**src/rtl/ttt_turn_sequencer.sv**
```systemverilog
// rtl/ttt_turn_sequencer.sv - tic-tac-toe game controller: board, cursor, turn order, serial win check, scores
// One shared line comparator walks the 8 lines over 8 cycles after every placed mark.
module ttt_turn_sequencer #(
  parameter int   SCORE_W      = 12,
  parameter logic FIRST_PLAYER = 1'b0
) (
  input  logic               Clk,
  input  logic               Reset,
  input  logic               Start,
  input  logic               NewGame,
  input  logic               BtnL,
  input  logic               BtnR,
  input  logic               BtnU,
  input  logic               BtnD,
  input  logic               BtnC,
  output logic [17:0]        Board,
  output logic [3:0]         Cursor,
  output logic               Turn,
  output logic [3:0]         MoveCount,
  output logic               Invalid,
  output logic               Xwins,
  output logic               Owins,
  output logic               Draw,
  output logic [SCORE_W-1:0] P1s,
  output logic [SCORE_W-1:0] P2s,
  output logic               Qi,
  output logic               Qt,
  output logic               Qc,
  output logic               Qd
);

  typedef enum logic [1:0] {INI, TURN, CHK, DONE} state_t;

  state_t             state_q, state_d;
  logic [17:0]        board_q, board_d;
  logic [3:0]         cursor_q, cursor_d;
  logic               turn_q, turn_d;
  logic               start_player_q, start_player_d;
  logic [3:0]         move_count_q, move_count_d;
  logic               invalid_q, invalid_d;
  logic               xwins_q, xwins_d;
  logic               owins_q, owins_d;
  logic               draw_q, draw_d;
  logic [SCORE_W-1:0] p1s_q, p1s_d;
  logic [SCORE_W-1:0] p2s_q, p2s_d;
  logic [2:0]         line_q, line_d;

  logic [1:0] mark;
  logic [1:0] col;
  logic [3:0] la, lb, lc;
  logic       line_match;

  assign mark = turn_q ? 2'b10 : 2'b01;
  assign col  = 2'(cursor_q % 4'd3);

  always_comb begin
    la = 4'd0; lb = 4'd1; lc = 4'd2;
    case (line_q)
      3'd0: begin la = 4'd0; lb = 4'd1; lc = 4'd2; end
      3'd1: begin la = 4'd3; lb = 4'd4; lc = 4'd5; end
      3'd2: begin la = 4'd6; lb = 4'd7; lc = 4'd8; end
      3'd3: begin la = 4'd0; lb = 4'd3; lc = 4'd6; end
      3'd4: begin la = 4'd1; lb = 4'd4; lc = 4'd7; end
      3'd5: begin la = 4'd2; lb = 4'd5; lc = 4'd8; end
      3'd6: begin la = 4'd0; lb = 4'd4; lc = 4'd8; end
      default: begin la = 4'd2; lb = 4'd4; lc = 4'd6; end
    endcase
    line_match = (board_q[{la, 1'b0} +: 2] == mark) &&
                 (board_q[{lb, 1'b0} +: 2] == mark) &&
                 (board_q[{lc, 1'b0} +: 2] == mark);
  end

  always_comb begin
    state_d        = state_q;
    board_d        = board_q;
    cursor_d       = cursor_q;
    turn_d         = turn_q;
    start_player_d = start_player_q;
    move_count_d   = move_count_q;
    invalid_d      = 1'b0;
    xwins_d        = xwins_q;
    owins_d        = owins_q;
    draw_d         = draw_q;
    p1s_d          = p1s_q;
    p2s_d          = p2s_q;
    line_d         = line_q;

    if (Start) begin
      start_player_d = FIRST_PLAYER;
      turn_d         = FIRST_PLAYER;
      board_d        = '0;
      cursor_d       = '0;
      move_count_d   = '0;
      xwins_d        = 1'b0;
      owins_d        = 1'b0;
      draw_d         = 1'b0;
      p1s_d          = '0;
      p2s_d          = '0;
      state_d        = TURN;
    end else if (NewGame && (state_q == TURN || state_q == DONE)) begin
      start_player_d = ~start_player_q;
      turn_d         = ~start_player_q;
      board_d        = '0;
      cursor_d       = '0;
      move_count_d   = '0;
      xwins_d        = 1'b0;
      owins_d        = 1'b0;
      draw_d         = 1'b0;
      state_d        = TURN;
    end else begin
      case (state_q)
        TURN: begin
          if (BtnC) begin
            if (board_q[{cursor_q, 1'b0} +: 2] != 2'b00) begin
              invalid_d = 1'b1;
            end else begin
              board_d[{cursor_q, 1'b0} +: 2] = mark;
              move_count_d = move_count_q + 4'd1;
              line_d       = 3'd0;
              state_d      = CHK;
            end
          end else if (BtnL) begin
            cursor_d = (col == 2'd0) ? cursor_q + 4'd2 : cursor_q - 4'd1;
          end else if (BtnR) begin
            cursor_d = (col == 2'd2) ? cursor_q - 4'd2 : cursor_q + 4'd1;
          end else if (BtnU) begin
            cursor_d = (cursor_q < 4'd3) ? cursor_q + 4'd6 : cursor_q - 4'd3;
          end else if (BtnD) begin
            cursor_d = (cursor_q > 4'd5) ? cursor_q - 4'd6 : cursor_q + 4'd3;
          end
        end
        CHK: begin
          if (line_match) begin
            if (turn_q) begin
              owins_d = 1'b1;
              if (p2s_q != '1) p2s_d = p2s_q + 1'b1;
            end else begin
              xwins_d = 1'b1;
              if (p1s_q != '1) p1s_d = p1s_q + 1'b1;
            end
            state_d = DONE;
          end else if (line_q == 3'd7) begin
            // A win on the ninth move has already been caught above, so this is a true draw.
            if (move_count_q == 4'd9) begin
              draw_d  = 1'b1;
              state_d = DONE;
            end else begin
              turn_d  = ~turn_q;
              state_d = TURN;
            end
          end else begin
            line_d = line_q + 3'd1;
          end
        end
        default: ;
      endcase
    end
  end

  always_ff @(posedge Clk) begin
    if (Reset) begin
      state_q        <= INI;
      board_q        <= '0;
      cursor_q       <= '0;
      turn_q         <= FIRST_PLAYER;
      start_player_q <= FIRST_PLAYER;
      move_count_q   <= '0;
      invalid_q      <= 1'b0;
      xwins_q        <= 1'b0;
      owins_q        <= 1'b0;
      draw_q         <= 1'b0;
      p1s_q          <= '0;
      p2s_q          <= '0;
      line_q         <= '0;
    end else begin
      state_q        <= state_d;
      board_q        <= board_d;
      cursor_q       <= cursor_d;
      turn_q         <= turn_d;
      start_player_q <= start_player_d;
      move_count_q   <= move_count_d;
      invalid_q      <= invalid_d;
      xwins_q        <= xwins_d;
      owins_q        <= owins_d;
      draw_q         <= draw_d;
      p1s_q          <= p1s_d;
      p2s_q          <= p2s_d;
      line_q         <= line_d;
    end
  end

  assign Board     = board_q;
  assign Cursor    = cursor_q;
  assign Turn      = turn_q;
  assign MoveCount = move_count_q;
  assign Invalid   = invalid_q;
  assign Xwins     = xwins_q;
  assign Owins     = owins_q;
  assign Draw      = draw_q;
  assign P1s       = p1s_q;
  assign P2s       = p2s_q;
  assign Qi        = (state_q == INI);
  assign Qt        = (state_q == TURN);
  assign Qc        = (state_q == CHK);
  assign Qd        = (state_q == DONE);

endmodule

```
**config.mk**
```make
export PLATFORM = sky130hd
export DESIGN_NAME = ttt_turn_sequencer
export DESIGN_NICKNAME = d
export VERILOG_FILES = /design/src/rtl/ttt_turn_sequencer.sv
export SDC_FILE = /design/constraint.sdc
export NUM_CORES = 1
export LEC_CHECK = 0
export BUFFER_PORTS_ARGS = -buffer_cell sky130_fd_sc_hd__buf_4
export CAP_MARGIN = 40
export CORE_ASPECT_RATIO = 0.5
export CORE_MARGIN = 2
export CORE_UTILIZATION = 50
export CTS_CLUSTER_DIAMETER = 200
export DETAILED_ROUTE_END_ITERATION = 8
export PLACE_DENSITY = 0.72
export SYNTH_ARGS = -nofsm -noshare
export SYNTH_HDL_FRONTEND = slang
export SYNTH_SLANG_ARGS = --single-unit
```
**constraint.sdc**
```tcl
create_clock -name Clk -period 4.25 [get_ports Clk]
set_input_delay 0.6375 -clock Clk [delete_from_list [all_inputs] [get_ports Clk]]
set_output_delay 0.6375 -clock Clk [all_outputs]
set_load 0.05 [all_outputs]
```
* Word-level counts from Yosys, hierarchy flattened *
Cells that the tools add are included.
Widths: inputs -> output; s select.

cells by class
  shift operators = 6
  $add $sub $neg = 13
  bitwise gates (word level) = 8
  reduce and logical (&&, ||, !) cells = 29
  div/mod/pow operators = 1
  $lt $le $gt $ge = 2
  eq/ne operators = 27
  mux-type cells = 32

operator list
  cell                    number
  $shiftx 18x6->2         4
  $mux 4                  8
  $add 12x1->12 const B   2
  $ne 12x12->1 const B    2
  $pmux 3 s4              2
  $bwmux 18               1
  $shift 2x7->18 const A  1
  $shiftx 2x7->18         1
  $pmux 4 s4              1
  $reduce_and 4->1        4
  $eq 3x3->1 const B      4
  $mux 2                  6
  $mux 3                  4
  $reduce_and 3->1        4
  $ne 2x2->1 const B      5
  $reduce_and 5->1        2
  $reduce_or 3->1         3
  $add 4x1->4 const B     2
  $add 4x2->4 const B     2
  $mux 1                  8
  $not 1->1               8
  $reduce_bool 2->1       4
  $reduce_bool 4->1       2
  $sub 4x2->4 const B     2
  28 further kinds        36

word-level totals
  register bits after elaboration = 61
  word-level logic and storage cells = 132
  output and inout bits = 59
  input bits = 9

* Depth between registers and ports, before layout *
Gate-level depths: netlist (run 1).

  depth in word-level cells = 11
  mapped depth = 14
  mapped depth without buffers = 14

* Worst setup path after synthesis (run 1) *
Ideal clock, no wire load.

  path kind = register to register
  start point = register cursor_q[1] (netlist: Cursor[1])
  end point = register cursor_q[1] (netlist: Cursor[1])
  slack = 0.635 ns
  path buffers = 0
  clock period less this slack = 3.615 ns
  library setup time = 0.070 ns
  required time = 4.180 ns
  cell stages (with the launch flop) = 15
  data arrival time = 3.544 ns
  cell sequence = dfxtp_1 -> inv_1 -> ha_1 -> o21ai_0 -> nand2_1 -> ha_1 -> a21o_1 -> and2_1 -> ha_1 -> o21bai_1 -> mux2_2 -> nor3b_1 -> a2111oi_0 -> a21oi_1 -> a21oi_1

on the way
  cells in the longest elaborated chain, start to end = 6
  elaborated cells on any way between the ends = 21
  classes of those cells = 8 x add/sub; 1 x div; 2 x order compare; 1 x eq/ne; 8 x mux; 1 x reduce/logical

ends and longest elaborated chain
  element                                                              RTL line  RTL
  start, declared                                                      36        logic [3:0] cursor_q, cursor_d;
  start signal, assigned                                               178       cursor_q <= cursor_d;
  parallel branches: the longest is 5 deep, another holds $mod 4x2->4  n/a
  $mux 4 (*)                                                           122       end else if (BtnL) begin

Every way passes the cells marked *. The select of a mux whose other input is x is not followed.
A chain may end at the register's enable or synchronous reset.

* Worst setup path after layout (run 1) *
  start point = register line_q[0]
  end point = register p1s_q[3] (netlist: P1s[3])

on the way
  cells in the longest elaborated chain, start to end = 8
  elaborated cells on any way between the ends = 21
  classes of those cells = 9 x eq/ne; 3 x shift; 3 x mux; 6 x reduce/logical

ends and longest elaborated chain
  element                                   RTL line  RTL
  start, declared                           46        logic [2:0] line_q, line_d;
  start signal, assigned                    188       line_q <= line_d;
  $eq 3x3->1, or another cell as far along  58        case (line_q)
  $reduce_or 3->1 (no line)                 n/a
  $pmux 3 s4                                58
  $shiftx 18x6->2                           68        line_match = (board_q[{la, 1'b0} +: 2] == mark) &&
  $eq 2x2->1                                68
  $logic_and 1x1->1                         68
  $logic_and 1x1->1 (*)                     69        (board_q[{lb, 1'b0} +: 2] == mark) &&
  $reduce_and 5->1 (no line) (*)            n/a
  end signal, assigned                      186       p1s_q <= p1s_d;
  end, declared                             44        logic [SCORE_W-1:0] p1s_q, p1s_d;

Every way passes the cells marked *; elsewhere a longest branch is shown, timed or not.

==> run metrics, run 1 <==
drt wl/cell=16.1 um; CP arrival=3960 ps; Port Buf Inserts=67; crit end category=register; number of cells on the critical path=9; sequential area share after synthesis=0.281; Hold WC Path Type=register to register; most frequent cells in the layout=buf_4 (76), nor2_1 (62), dfxtp_1 (61); EDFF count, synth=0; maximum VDD drop=0.200 mV; clk root buf=clkbuf_16; Rows=23; synthesis warning total=0; crit path to=P1s[3]; drt first-iter violations=about 300; First-pass DRT Iterations=5; Final Instance Area=5220 um^2; Setup crit start=line_q[0]; initial antenna violation count=0; CP Class=register to register; Die ar.=about 9500 um^2; Die Ht=~70 um; PostCTS Resize Cnt=0; via count=around 4.3k; syn_area_per_cell=just over 8 um^2; unrepaired setup endpoints after global routing=false; Rel. slew slack=0.489; Post-synth top flop=dfxtp_1; Via density=5.94; post-synth cell types=78; fraction of registers with async set or reset after synthesis=0; Max Freq=271 MHz; Post-CTS Hold Buffers=0; worst r2r dst=P1s[3]; Tot GR Track Use=0.246; final setup violation count=0; RR Startpoint=line_q[0]; outcome=complete, no violations; Mapped Cells=roughly 540; Buf/Inv on CP=0; crit path max-delay cell type=ha_1; max_cap viols=0; commonest non-fill, non-tap cell in the layout=buf_4; reg2reg path depth=9; CP max stage delay=a little over 700 ps; Placeable Area=8230 um^2; DP HPWL=~8.2 mm; largest net degree at the start of global routing=27; Syn Nets=575; I/O pin count=68; grt total ovfl=0; Bufs on Longest Clock Path=2; WL final=approximately 12 mm; Final Hold Fails=0; clk_lat worst skew=~340 ps; clock sinks=61; RePlAce Congestion=0.940; Slew Limit Fails=0; Least-Margin Pin Slew=767 ps; Layout area overhead=20.0%; Setup Skew=8.14 ps; leakage=2.18 nW; post-route ant nets=0; die width=about 140 um; cts bufs inserted=9; worst endpoint required time=4520 ps; CTS tree=done; Initial Utilization=0.529; CP Max Fanout=18; setup bufs post-CTS=0; vias in the first global route=approximately 3.8k; fraction of layout cells with a size suffix above 1=0.190; fin nets=634; Post-DP Area=4920 um^2; pwr dens=approximately 280 nW/um^2; first-pass GRT wire length=between 15 and 20 mm; Reg clk slew, reported paths=60 ps; crit-path cells=ha_1, nand2b_4, and3_1, o311ai_1, nand2_1, a221o_1, or3_1, or4_1, a21oi_1; R2R Setup Slk=between 500 and 600 ps; # DRC=0; diode count=0; H-Tree Depth=3; Setup TNS Final=0 ps; post-route clock period utilization=0.868; CP top delay family=simple AND/OR/NAND/NOR gates; minimum clock period=3690 ps; synthesized cell area=4350 um^2; CP startpoint kind=register; flop and latch count out of synthesis=61
==> sequential cells by signal, summed over array words and instances, names as in the netlist <==
name            cells
P1s                12
Invalid             1
state_q             2
Cursor              4
Draw                1
Xwins               1
Turn                1
start_player_q      1
Board              18
P2s                12
line_q              3
Owins               1
MoveCount           4
==> cell families after synthesis <==
family | share of synthesized area
compound gates | 0.193
xor+xnor | 0.0282
fa+ha+maj | 0.0719
buf+inv | 0.0555
flops | 0.281
mux | 0.0848
simple gates | 0.286
==> worst min path at each step <==
stage,from,end,cells past startpoint
after global routing,P1s[7],P1s[7],2
after CTS,Draw,Draw,1
after floorplan,start_player_q,start_player_q,2
after global placement,Draw,Draw,1
after detailed placement,Draw,Draw,1
final,Draw,Draw,1
==> stage by stage <==
step	util	hold slack [ps]	total power, W	setup slack, ps	instances
finish	0.635	475	0.00144	559	717
detailed placement	0.598	464	0.000714	591	701
global route	0.635	504	0.00149	352	717
CTS	0.635	477	0.00145	602	717
global placement	0.596	453	0.000711	707	700
floorplan	-	479	0.000678	635	541
==> power by group <==
| part | total [W] | switching, W | internal [W] |
|---|---|---|---|
| sequential | 0.000581 | 0.00000605 | 0.000575 |
| clock | 0.000736 | 0.000281 | 0.000455 |
| combinational | 0.000122 | 0.0000785 | 0.0000434 |
==> layer usage <==
metal,track usage,routed length (um),part of all wire
met1,0.333,5470,0.47
met5,0,0,0
met2,0.383,5160,0.45
met3,0.0668,781,0.068
met4,0.0729,144,0.012
==> cell usage after synthesis, drive strengths merged, types with 3 or more instances <==
cell type	instances	area (um^2)
or2	3	18.8
buf	11	87.6
xnor2	11	96.3
nor2b	6	37.5
nand3b	6	45.0
mux2i	32	324
a211oi	7	52.6
a31o	3	26.3
ha	25	313
mux2	4	45.0
nand4	11	68.8
o21a	3	22.5
o22ai	4	25.0
dfxtp	61	1220
o311ai	3	26.3
nor2	63	239
clkbuf	18	67.6
a41o	3	30.0
o221ai	3	26.3
or3	13	81.3
o211ai	4	43.8
and3b	5	43.8
nor4	7	43.8
o21ai	18	97.6
a21o	3	22.5
nand3	24	120
o2111ai	3	32.5
and2	8	50.1
nor3	17	85.1
nand2	39	146
a21oi	30	161
a311o	3	30.0
inv	22	82.6
a31oi	5	31.3
or4	3	22.5
nand2b	10	70.1
o32ai	3	26.3
a311oi	3	26.3
and3	12	75.1
xor2	3	26.3
==> area by class of cell <==
type	instances	area (um^2)
clock inverters	7	75.1
repair buffers	77	586
flip-flops and latches	61	1220
inverters	23	86.3
fillers	734	3010
multi-input cells	428	2890
clock buffers	9	225
well taps	112	140
Power figures use the tool's default switching activity.
==> run 2, diff against run 1 <==
BUFFER_PORTS_ARGS = -buffer_cell sky130_fd_sc_hd__buf_2   (was -buffer_cell sky130_fd_sc_hd__buf_4)
CORE_MARGIN = 4   (was 2)
MAX_ROUTING_LAYER = met4   (was unset)
==> run 2 against run 1 <==
Against the previous run: non-clock buffer count is the same; clock power is 0.8% lower; worst hold slack better by 0.64 ps; highest routed layer unchanged; wire length is 2.4% higher; maximum frequency decreased by 1.1%; worst setup slack worse by 42 ps; largest cell class unchanged; clock skew is essentially flat; critical path depth unchanged; clock-buffer cell count did not move; largest power group unchanged; flip-flop and latch count is the same; global-route usage down 0.56 points; die area up 8.8%.
==> run metrics, run 2 (synthesized netlist as in run 1, its figures left out) <==
Least-Margin Pin Slew=789 ps (was 767 ps); post-route ant nets=0 (unchanged); WL final=11.8 mm (was 11.6 mm); Bufs on Longest Clock Path=2 (unchanged); first-pass GRT wire length=19.8 mm (was 18.8 mm); drt wl/cell=16.5 um (was 16.1 um); vias in the first global route=3,895 (was 3,817); cts bufs inserted=9 (unchanged); minimum clock period=3730 ps (was 3690 ps); via count=4,301 (was 4,260); largest net degree at the start of global routing=28 (was 27); max reg flops=18 (unchanged); post-route clock period utilization=0.878 (was 0.868); met3 routed WL=698 um (was 781 um); worst endpoint required time=4510 ps (was 4520 ps); uppermost routed layer=met4 (unchanged); met2 WL post-DR=5.39 mm (was 5.16 mm); most used cell, CP=a21oi_1; Rows=23 (unchanged); outcome=complete, no violations (unchanged); CP arrival=4000 ps (was 3960 ps); I/O pin count=68 (unchanged); routed metal-1 wirelength=5.59 mm (was 5.47 mm); hold slack=476 ps (was 475 ps); commonest non-fill, non-tap cell in the layout=buf_2 (was buf_4); setup bufs post-CTS=0 (unchanged); initial antenna violation count=0 (unchanged); drt first-iter violations=294 (was 305); fin nets=634 (unchanged); Rel. slew slack=0.474 (was 0.489); diode count=0 (unchanged); crit-path cells=ha_1, or3b_1, a21oi_1, o21ai_2, a221oi_2, mux2i_2, or3_1, or4_1, a21oi_1 (was ha_1, nand2b_4, and3_1, o311ai_1, nand2_1, a221o_1, or3_1, or4_1, a21oi_1); Via density=6.00 (was 5.94); Final Instance Area=5050 um^2 (was 5220 um^2); Initial Utilization=0.529 (unchanged); H-Tree Depth=3 (unchanged); CP Class=register to register (unchanged); Hold WC Path Type=register to register (unchanged); Placeable Area=8230 um^2 (unchanged); CP top delay family=simple AND/OR/NAND/NOR gates (unchanged); unrepaired setup endpoints after global routing=false (unchanged); clock sinks=61 (unchanged); final setup violation count=0 (unchanged); CP Max Fanout=18 (unchanged); register area=1220 um^2 (unchanged); most frequent cells in the layout=buf_2 (67), nor2_1 (62), dfxtp_1 (61) (was buf_4 (76), nor2_1 (62), dfxtp_1 (61)); Post-CTS Hold Buffers=0 (unchanged); First-pass DRT Iterations=5 (unchanged); crit end category=register (unchanged); Reg clk slew, reported paths=60 ps (about the same); Port Buf Inserts=67 (unchanged); DP HPWL=8.39 mm (was 8.19 mm); # DRC=0 (unchanged); Layout area overhead=16.2% (was 20.0%); Die Ht=74.0 um (was 70.0 um); Final Hold Fails=0 (unchanged); crit path max-delay cell type=ha_1 (unchanged); die width=140 um (was 136 um); fraction of layout cells with a size suffix above 1=0.190 (unchanged); clk_lat worst skew=330 ps (was 340 ps); Buf/Inv on CP=0 (unchanged); clk root buf=clkbuf_16 (unchanged); RePlAce Congestion=0.978 (was 0.940); grt total ovfl=0 (unchanged); Post-DP Area=4750 um^2 (was 4920 um^2); CP startpoint kind=register (unchanged); Tot GR Track Use=0.241 (was 0.246); maximum VDD drop=0.168 mV (was 0.200 mV); Die ar.=10,400 um^2 (was 9510 um^2); Slew Limit Fails=0 (unchanged); max_cap viols=0 (unchanged); CTS tree=done (unchanged); Setup TNS Final=0 ps (unchanged); Setup Skew=8.21 ps (was 8.14 ps); CP max stage delay=740 ps (was 720 ps); leakage=2.18 nW (about the same); PostCTS Resize Cnt=0 (unchanged); pwr dens=283 nW/um^2 (was 276 nW/um^2); area of the multi-input gates=2890 um^2 (unchanged); fill cell count=776 (was 734); Max Freq=268 MHz (was 271 MHz)
## run 2: cell counts in the layout (fill, tap and decap cells not counted)
Identical to the previous run, type by type.
## run 2: metal layers
layer,track usage,up-vias
met5,-,-
met4,0.0709,0
met3,0.0417,17
met2,0.378,141
met1,0.322,2045
li1,-,2098
## run 2: worst paths after layout
check                                from      to  slack, ps  cells after the start
worst min-delay path                Owins   Owins        480                      2
worst min register to register      Owins   Owins        480                      2
worst max-delay path            line_q[0]  P1s[3]        520                      9
worst max register to register  line_q[0]  P1s[3]        520                      9
## run 2: worst register-to-register path: cells and delay by family, from the launching register on
| kind | cells | cell delay [ps] |
|---|---|---|
| AO/OA/AOI/OAI | 4 | 730 |
| adder cells (fa/ha/maj) | 1 | 740 |
| flip-flops | 1 | 520 |
| multiplexers | 1 | 190 |
| AND/OR/NAND/NOR | 3 | 1480 |
## run 2: final cells by class
| cell class | count | share of cell area |
|---|---|---|
| inverter | 23 | 0.0171 |
| clock buffer | 9 | 0.0446 |
| sequential | 61 | 0.242 |
| timing repair buffer | 77 | 0.0827 |
| tap | 112 | 0.0277 |
| clock inverter | 7 | 0.0149 |
| multi-input combinational | 428 | 0.572 |
## run 2: metrics by stage
stage	setup slack, ps	utilization	total power [W]	instances
finish	517	0.614	0.00143	717
global route	120	0.614	0.00148	717
CTS	546	0.614	0.00144	717
detailed placement	619	0.578	0.000710	701
global placement	688	0.576	0.000707	700
floorplan	635	-	0.000678	541
## run 2: report_power, final
part / internal [W] / switching (W) / total [W]
sequential: 0.000575 / 0.00000625 / 0.000582
combinational: 0.0000390 / 0.0000783 / 0.000117
clock: 0.000455 / 0.000275 / 0.000730
total: 0.00107 / 0.000360 / 0.00143
